<file path="src/rtl/huff_freq_count.sv">
// Per-block symbol histogram for a Huffman tree builder.
// Counts DEPTH symbol lanes, then presents one block to the sorter.
module huff_freq_count #(
  parameter int DEPTH     = 8,
  parameter int WIDTH     = 8,
  parameter int SYM_W     = 3,
  parameter int BLOCK_LEN = 255
) (
  input  logic                   clock,
  input  logic                   rstn,
  input  logic [SYM_W-1:0]       sym_in,
  input  logic                   sym_valid,
  input  logic                   sym_last,
  output logic                   sym_ready,
  output logic [DEPTH*WIDTH-1:0] out_data,
  output logic [DEPTH*WIDTH-1:0] out_probab,
  output logic [WIDTH-1:0]       out_total,
  output logic                   valid,
  input  logic                   ready
);

  typedef enum logic [1:0] {
    IDLE,
    COUNT,
    PRESENT
  } state_t;

  localparam logic [WIDTH-1:0] LP_LEN = WIDTH'(BLOCK_LEN);

  state_t           r_state;
  state_t           w_next;
  logic [WIDTH-1:0] r_cnt [DEPTH];
  logic [WIDTH-1:0] r_total;
  logic [WIDTH-1:0] w_total_inc;
  logic             w_accept;
  logic             w_final;
  logic             w_hs;

  assign w_accept    = sym_valid && (r_state == COUNT);
  assign w_total_inc = r_total + WIDTH'(1);
  assign w_final     = w_accept &&
                       (sym_last || (w_total_inc == LP_LEN));
  assign w_hs        = (r_state == PRESENT) && ready;

  always_ff @(posedge clock or negedge rstn) begin
    if (!rstn) begin
      r_state <= IDLE;
    end else begin
      r_state <= w_next;
    end
  end

  always_comb begin
    w_next = r_state;
    unique case (r_state)
      IDLE:    w_next = COUNT;
      COUNT:   if (w_final) w_next = PRESENT;
      PRESENT: if (w_hs) w_next = COUNT;
      default: w_next = IDLE;
    endcase
  end

  // Handshake clears the histogram so the next block starts from zero.
  always_ff @(posedge clock or negedge rstn) begin
    if (!rstn) begin
      r_total <= '0;
      for (int i = 0; i < DEPTH; i++) begin
        r_cnt[i] <= '0;
      end
    end else if (w_hs) begin
      r_total <= '0;
      for (int i = 0; i < DEPTH; i++) begin
        r_cnt[i] <= '0;
      end
    end else if (w_accept) begin
      r_total <= w_total_inc;
      for (int i = 0; i < DEPTH; i++) begin
        if (sym_in == SYM_W'(i)) begin
          r_cnt[i] <= r_cnt[i] + WIDTH'(1);
        end
      end
    end
  end

  assign sym_ready = (r_state == COUNT);
  assign valid     = (r_state == PRESENT);
  assign out_total = r_total;

  for (genvar g = 0; g < DEPTH; g++) begin : g_lane
    assign out_data[g*WIDTH +: WIDTH]   = WIDTH'(g);
    assign out_probab[g*WIDTH +: WIDTH] = r_cnt[g];
  end

endmodule

</file>
<file path="config.mk">
export PLATFORM = sky130hd
export DESIGN_NAME = huff_freq_count
export DESIGN_NICKNAME = d
export VERILOG_FILES = /design/src/rtl/huff_freq_count.sv
export SDC_FILE = /design/constraint.sdc
export NUM_CORES = 1
export LEC_CHECK = 0
export ABC_AREA = 1
export CAP_MARGIN = 20
export CORE_MARGIN = 1
export CORE_UTILIZATION = 47
export CTS_CLUSTER_SIZE = 40
export DETAILED_ROUTE_END_ITERATION = 16
export MAX_ROUTING_LAYER = met4
export PLACE_DENSITY = 0.92
export SLEW_MARGIN = 20
export SYNTH_ARGS = -nofsm -noshare
export SYNTH_HDL_FRONTEND = slang
export SYNTH_SLANG_ARGS = --single-unit
</file>
<file path="constraint.sdc">
create_clock -name clock -period 2 [get_ports clock]
set_input_delay 0.4 -clock clock [delete_from_list [all_inputs] [get_ports clock]]
set_output_delay 0.4 -clock clock [all_outputs]
set_load 0.01 [all_outputs]
</file>
==> run summary, run 1 <==
status -> finished clean
Clock Tree Buf Depth -> 2
Post-synth EDFFs -> 0
VDD IR max -> 0.674 mV
DP HPWL -> 7230 µm
max-slew violations -> 0
Tot Pwr -> 6.68 mW
Starting Density -> 49.3%
gr usage total -> 20.4%
crit start category -> flip-flop
syn_area_per_cell -> 7.70 µm²
capture point of the critical path -> valid
final layout net count -> 719
1st-iter DRT viols -> 115
TritonCTS clock tree -> built
GP Congestion -> 0.881
First-pass DRT Iterations -> 4
Crit. End Element -> primary output
P_leak -> 2.77 nW
kind of critical path -> reg2out
die area -> 10300 µm²
Syn. warnings -> 0
Ports -> 146
num rows -> 35
# hold bufs at CTS -> 1
R2R setup slack -> 380 ps
layout cells sized above 1 -> 8.07%
# diodes -> 0
Cell Area, Synth -> 4640 µm²
core region area -> 9420 µm²
vias post-DR -> 3964
post-route setup slack -> 94.5 ps
Final ANT Viol Nets -> 0
Max Cap Violations -> 0
Mapped Cells -> 603
clock skew -> 9.51 ps
routed wire length -> 9700 µm
Post-CTS Setup Bufs -> 0
number of global-route vias before repair -> 3607
WP data arrival -> 1510 ps
Hold Path Class -> reg2reg
IO Port Bufs -> 81
FFs w/ async S/R, synth -> 100%
# setup viols final -> 0
Fmax achieved -> 525 MHz
total CTS buffers -> 9
Reg2Reg Launch Point -> r_state[1]
Final Cycle Share -> 95.3%
clock latency on the worst-skew pair -> 340 ps
DRC viols -> 0
vias per inst -> 4.75
initial antenna violation count -> 0
first-pass GRT wire length -> 16100 µm
ys flop type -> dfrtp_1
largest fanout on the critical path -> 3
Final min period -> 1910 ps
Final TNS setup -> 0 ps
Synth cell types -> 39
clk sink count -> 74
die span in x -> 101 µm
H-Tree Depth -> 3
pre-CTS setup slack -> 19.3 ps
Synth Register Bits -> 74
power density over the cells -> 1170 nW/µm²
clock root cell -> clkbuf_8
DR WL/cell -> 11.6 µm
RSZ-0062 raised after global routing -> no
clock slew at reported path FFs -> 80 ps
Die H -> 101 µm
post-synthesis sequential area ratio -> 39.9%
start point of the critical path -> r_state[1]
Layout area overhead -> 22.8%
hold violation total from the final report -> 0
reg2reg end -> out_probab[3]
cts repair resizes -> 0
reg2reg path depth -> 8
pin count of the biggest net entering global routing -> 43
GRT overflow -> 0
CP required -> 1600 ps
## logic make-up (layout without fill, tap and decap cells)
group	Yosys count	in the layout	synth area share, %
adders and majority gates	10	10	2.70
xor gates and xnor gates	12	12	2.26
other	2	64	0.162
and+or+nand+nor	286	286	28.7
AOI/OAI and AO/OA	77	77	9.25
DFF	74	74	39.9
buffers and inverters	142	183	17.1
## registers in the layout (all words and copies together), names as in the netlist
register,flops
out_probab,64
r_state,2
out_total,8
## cell usage in the layout, fill, tap and decap left out, types with 2 or more instances in the layout
| cell type | synthesis | final |
|---|---|---|
| nand2_2 | 2 | 2 |
| nand2_4 | 5 | 5 |
| a22o_1 | 4 | 4 |
| nor3_1 | 16 | 16 |
| xnor2_1 | 2 | 2 |
| xor2_1 | 10 | 10 |
| o22ai_1 | 3 | 3 |
| a21oi_1 | 22 | 22 |
| nand4_1 | 13 | 13 |
| o21bai_1 | 2 | 2 |
| o21ai_0 | 39 | 39 |
| nor2_4 | 5 | 5 |
| inv_1 | 68 | 68 |
| o21ai_1 | 3 | 3 |
| nand3b_1 | 3 | 3 |
| buf_4 | 64 | 13 |
| nor2_1 | 64 | 64 |
| ha_1 | 10 | 10 |
| bufinv_16 | 0 | 3 |
| conb_1 | 2 | 64 |
| or2_2 | 4 | 4 |
| clkdlybuf4s50_1 | 0 | 80 |
| inv_2 | 2 | 2 |
| buf_12 | 0 | 2 |
| dfrtp_1 | 74 | 74 |
| nor3_2 | 4 | 4 |
| clkinvlp_4 | 0 | 3 |
| nand2_1 | 125 | 125 |
| clkbuf_8 | 0 | 9 |
| nand3_1 | 40 | 40 |
## routing by layer
layer,vias to the layer above,global-route usage [%],share of wire (%)
li1,2007,-,-
met1,1837,24.4,45
met2,112,34.3,50
met3,8,4.90,4.4
met4,0,5.46,0.91
met5,-,-,0
## synthesized netlist by cell type (all sizes together), types with 2 or more instances
library cell / number / area (µm²)
nor2: 69 / 297
buf: 70 / 522
a21oi: 22 / 110
o22ai: 3 / 18.8
nand3: 41 / 210
a22o: 4 / 35.0
nand3b: 3 / 22.5
o21bai: 2 / 15.0
or2: 4 / 25.0
xor2: 10 / 87.6
o21ai: 44 / 235
ha: 10 / 125
inv: 70 / 263
conb: 2 / 7.51
dfrtp: 74 / 1850
xnor2: 2 / 17.5
nand4: 13 / 81.3
nand2: 132 / 538
nor3: 21 / 136
## power breakdown
group | switching (mW) | leakage, nW | internal, mW
sequential | 0.632 | 0.976 | 1.97
clock | 0.588 | 0.111 | 0.826
combinational | 1.34 | 1.69 | 1.33
## cell type report
cell class	count	area, µm²
fill	837	3720
inverter	71	267
clock inverter	7	118
tap	129	161
clock buffer	9	124
sequential	74	1850
multi-input combinational	449	2230
timing repair buffer	96	948
## worst min path at each step
stage,from,to,cells past startpoint
after floorplan,rstn,out_probab[0],0
after global placement,rstn,out_probab[19],1
after detailed placement,rstn,out_probab[21],1
after CTS,rstn,out_probab[21],2
after global routing,rstn,out_probab[22],2
final,out_probab[63],out_probab[63],2
## metrics by stage
step | hold slack [ps] | utilization, % | cells | area, µm²
6_report | 539 | 60.5 | 835 | 5700
5_1_grt | 577 | 60.5 | 835 | 5700
4_1_cts | 537 | 60.5 | 835 | 5700
3_5_place_dp | 373 | 57.9 | 818 | 5450
3_3_place_gp | 371 | 57.9 | 818 | 5450
2_1_floorplan | 104 | - | 665 | 4870
## worst max-delay path, stage by stage, from the launching register on
cell	delay (ps)
dfrtp_1	400
inv_1	100
nor2_4	120
clkdlybuf4s50_1	550
(Power assumes the default switching activity.)
==> run 2, diff against run 1 <==
- CORE_ASPECT_RATIO: default -> 1.2
- CORE_UTILIZATION: 47 -> 25
- PLACE_DENSITY: 0.92 -> 0.59
- REMOVE_ABC_BUFFERS: default -> 1
==> run summary, run 2 (synthesis results as in run 1) <==
status -> finished clean
vias post-DR -> 3957
most common cell after layout, fill and taps aside -> nand2_1
H-Tree Depth -> 3
largest fanout on the critical path -> 3
die area -> 19100 µm²
Reg power frac -> 38.1%
1st-iter DRT viols -> 178
Ports -> 146
Max Cap Violations -> 0
Final Cycle Share -> 96.0%
DP HPWL -> 8300 µm
Placed Cells -> 923
Starting Density -> 25.5%
clock root cell -> clkbuf_16
GRT Max-Usage Layer -> met2
die span in x -> 126 µm
WP data arrival -> 1520 ps
power density over the cells -> 1150 nW/µm²
max FFs per register -> 64
reg2reg path depth -> 8
IO Port Bufs -> 81
VDD IR max -> 0.464 mV
number of global-route vias before repair -> 3735
total CTS buffers -> 9
clock latency on the worst-skew pair -> 340 ps
Hold Path Class -> in2async
GRT met1 Usage -> 14.0%
# diodes -> 0
RSZ-0062 raised after global routing -> no
routed wire length -> 10900 µm
clock skew -> 4.92 ps
most frequent cells in the layout -> 125 x nand2_1, 80 x clkdlybuf4s50_1, 74 x dfrtp_1
switching power -> 2.59 mW
hold violation total from the final report -> 0
GRT overflow -> 0
Crit. End Element -> primary output
clock slew at reported path FFs -> 50 ps
vias per inst -> 4.21
max-slew violations -> 0
# setup viols final -> 0
WHS -> 523 ps
DR WL/cell -> 11.6 µm
Final min period -> 1920 ps
gr usage total -> 12.6%
crit start category -> flip-flop
GR met3 Demand/Resource -> 3.29%
Internal -> 4.23 mW
sw frac -> 38.0%
GP Congestion -> 0.879
layout cells sized above 1 -> 9.09%
clk sink count -> 74
P_leak -> 2.85 nW
Die H -> 151 µm
Fill cells -> 1914
kind of critical path -> reg2out
num rows -> 54
combinational share of power -> 39.8%
core region area -> 18200 µm²
Reg2Reg Launch Point -> r_state[1]
initial antenna violation count -> 0
Layout area overhead -> 27.6%
TritonCTS clock tree -> built
final layout net count -> 729
clock group share of total power -> 22.1%
First-pass DRT Iterations -> 4
Final TNS setup -> 0 ps
first-pass GRT wire length -> 18200 µm
start point of the critical path -> r_state[1]
Finished Layout Cells -> 939
Final ANT Viol Nets -> 0
Clock Tree Buf Depth -> 2
pin count of the biggest net entering global routing -> 35
Util after Layout -> 32.6%
CP required -> 1600 ps
Tot Pwr -> 6.82 mW
Post-CTS Setup Bufs -> 0
Fmax achieved -> 521 MHz
DRC viols -> 0
met2 usage -> 21.4%
## run 2: cell count changes in the layout (fill, tap and decap cells not counted)
| cell | change |
|---|---|
| clkbuf_16 | +9 |
| buf_4 | +10 |
| clkinv_2 | +2 |
| bufinv_16 | -3 |
| clkbuf_1 | +1 |
| clkbuf_8 | -7 |
| clkinvlp_4 | -3 |
## run 2: worst paths after layout
kind                                   to  slack (ps)
max in group asynchronous  out_probab[52]         910
max reg2reg                 out_probab[3]         390
min reg2reg                out_probab[55]         530
max                                 valid          80
min in group clock         out_probab[55]         530
min                        out_probab[20]         520
## run 2: per-stage QoR
step                worst slack [ps]  instance area (µm²)
detailed placement              4.61                 5640
global placement                9.18                 5640
CTS                             56.6                 5920
finish                          79.8                 5920
global route                    12.4                 5920
floorplan                       39.5                 4350
## run 2: per-layer routing
layer | part of all wire (%) | wire, µm | up-vias
met5 | 0 | 0 | -
met2 | 50 | 5470 | 98
met1 | 44 | 4750 | 1807
li1 | - | - | 2034
met4 | 1.8 | 195 | 0
met3 | 4.5 | 490 | 18
## run 2: cell type report
type,count,area (µm²),share of cell area (%)
Sequential cell,74,1850,31.3
Multi-Input combinational cell,449,2230,37.6
Timing Repair Buffer,106,1020,17.3
Clock inverter,3,15.0,0.253
Tap cell,224,280,4.73
Inverter,71,267,4.50
Clock buffer,12,256,4.33
## run 2: power groups by stage
stage	logic (mW)	clock network, mW	registers [mW]
floorplan	1.16	0	2.70
global placement	2.72	0	2.63
detailed placement	2.75	0	2.62
CTS	2.75	1.58	2.61
global route	3.05	1.65	2.70
finish	2.72	1.51	2.60
## run 2: worst max-delay path: stages (launching register included)
cell and delay [ps]:
dfrtp_1 390, inv_1 100, nor2_4 140, clkdlybuf4s50_1 560
## run 2: timing repair
item,in CTS,in global routing
hold endpoints to repair,24,0
resized for setup,0,0
endpoints found under the setup margin,0,0
hold buffers,1,0
==> run 3, diff against run 2 <==
--- a/config.mk
+++ b/config.mk
@@ -8,3 +8,3 @@
 export ABC_AREA = 1
-export CAP_MARGIN = 20
+export CAP_MARGIN = 5
 export CORE_ASPECT_RATIO = 1.2
--- a/constraint.sdc
+++ b/constraint.sdc
@@ -3,2 +3,2 @@
 set_output_delay 0.4 -clock clock [all_outputs]
-set_load 0.01 [all_outputs]
+set_load 0.05 [all_outputs]
==> run summary, run 3 (synthesis results as in run 1) <==
status -> finished clean
clock latency on the worst-skew pair -> 350 ps
Final Cycle Share -> 98.6%
Finished Layout Cells -> 944
Final min period -> 1970 ps
Rel. slew slack -> 66.3%
Max Cap Violations -> 0
Ports -> 146
Fmax achieved -> 507 MHz
Fill cells -> 1931
post-route cell area -> 5970 µm²
final layout net count -> 733
WHS -> 531 ps
power density over the cells -> 1460 nW/µm²
CP required -> 1600 ps
First-pass DRT Iterations -> 4
DR WL/cell -> 11.7 µm
# setup viols final -> 0
clock skew -> 7.68 ps
num rows -> 54
total CTS buffers -> 9
clock root cell -> clkbuf_16
placed cell areas -> 5620 µm²
Worst Path Buf+Inv -> 1
1st-iter DRT viols -> 115
Die H -> 151 µm
RSZ-0062 raised after global routing -> no
core region area -> 18200 µm²
gr usage total -> 12.6%
Least-Margin Pin Slew -> 505 ps
most common cell after layout, fill and taps aside -> nand2_1
P_leak -> 3.24 nW
number of global-route vias before repair -> 3684
crit start category -> flip-flop
slowest cell delay on critical path -> 820 ps
Clock Tree Buf Depth -> 2
# diodes -> 0
VDD IR max -> 0.569 mV
most frequent cells in the layout -> 125 x nand2_1, 74 x dfrtp_1, 68 x inv_1
Post-CTS Setup Bufs -> 0
TritonCTS clock tree -> built
H-Tree Depth -> 3
IO Port Bufs -> 81
initial antenna violation count -> 0
max-slew violations -> 0
largest fanout on the critical path -> 4
Crit-path slowest cell -> clkdlybuf4s50_1
Crit. End Element -> primary output
DP HPWL -> 8380 µm
Reg area -> 1850 µm²
clk sink count -> 74
first-pass GRT wire length -> 17900 µm
pin count of the biggest net entering global routing -> 35
crit-path cells -> clkdlybuf4s50_1
Final ANT Viol Nets -> 0
routed wire length -> 11000 µm
Starting Density -> 25.5%
max FFs per register -> 64
die area -> 19100 µm²
die span in x -> 126 µm
kind of critical path -> reg2out
vias post-DR -> 4044
Placed Cells -> 927
critical path's top delay family -> buffers and inverters
hold violation total from the final report -> 0
Multi-input gate area -> 2230 µm²
layout cells sized above 1 -> 12.8%
GRT overflow -> 0
Hold Path Class -> reg2reg
DRC viols -> 0
WP data arrival -> 1570 ps
GP Congestion -> 0.876
clock slew at reported path FFs -> 60 ps
vias per inst -> 4.28
Layout area overhead -> 28.7%
## run 3: cell types whose count changed in the layout (fill, tap and decap cells not counted), sizes merged
| cell | delta |
|---|---|
| dlygate4sd2 | +19 |
| dlymetal6s2s | +16 |
| clkinvlp | +1 |
| clkdlybuf4s50 | -56 |
| clkbuf | -2 |
| bufinv | +2 |
| buf | +25 |
## run 3: what timing repair did
item / CTS / global route
resized for setup: 19 / 16
endpoints found under the setup margin: 19 / 16
endpoints found under the hold margin: 9 / 0
hold buffers: 1 / 0
## run 3: final timing paths
kind                                 from              to  slack, ps  cells past startpoint
max in group asynchronous            rstn  out_probab[54]        930                      3
max reg2reg                    r_state[1]  out_probab[52]        400                     10
min in group asynchronous            rstn  out_probab[20]        540                      2
max                        out_probab[13]  out_probab[13]         30                      1
min reg2reg                out_probab[55]  out_probab[55]        530                      2
min                        out_probab[55]  out_probab[55]        530                      2
## run 3: routing by layer
metal,track usage [%],routed length [µm]
met5,-,0
met4,6.57,253
met3,2.33,412
met2,21.7,5630
met1,13.8,4720
## run 3: metrics by stage
| step | power, mW | util, % | TNS, ps | setup WS [ps] |
|---|---|---|---|---|
| 2_1_floorplan | 5.52 | - | -18.7 | -18.7 |
| 3_3_place_gp | 7.03 | 30.9 | 0 | 16.4 |
| 3_5_place_dp | 7.06 | 30.9 | 0 | 21.6 |
| 4_1_cts | 8.81 | 32.7 | 0 | 3.04 |
| 5_1_grt | 9.25 | 32.9 | 0 | 2.00 |
| 6_report | 8.70 | 32.9 | 0 | 27.3 |
## run 3: area by class of cell
class | instances | area share [%]
clock buffers | 10 | 4.00
inverters | 71 | 4.46
repair buffers | 110 | 17.0
clock inverters | 6 | 1.51
flip-flops and latches | 74 | 31.0
well taps | 224 | 4.69
multi-input cells | 449 | 37.3
## run 3: where the power goes
group | internal [mW] | switching, mW
combinational | 1.25 | 3.08
sequential | 1.98 | 0.604
clock | 1.13 | 0.663
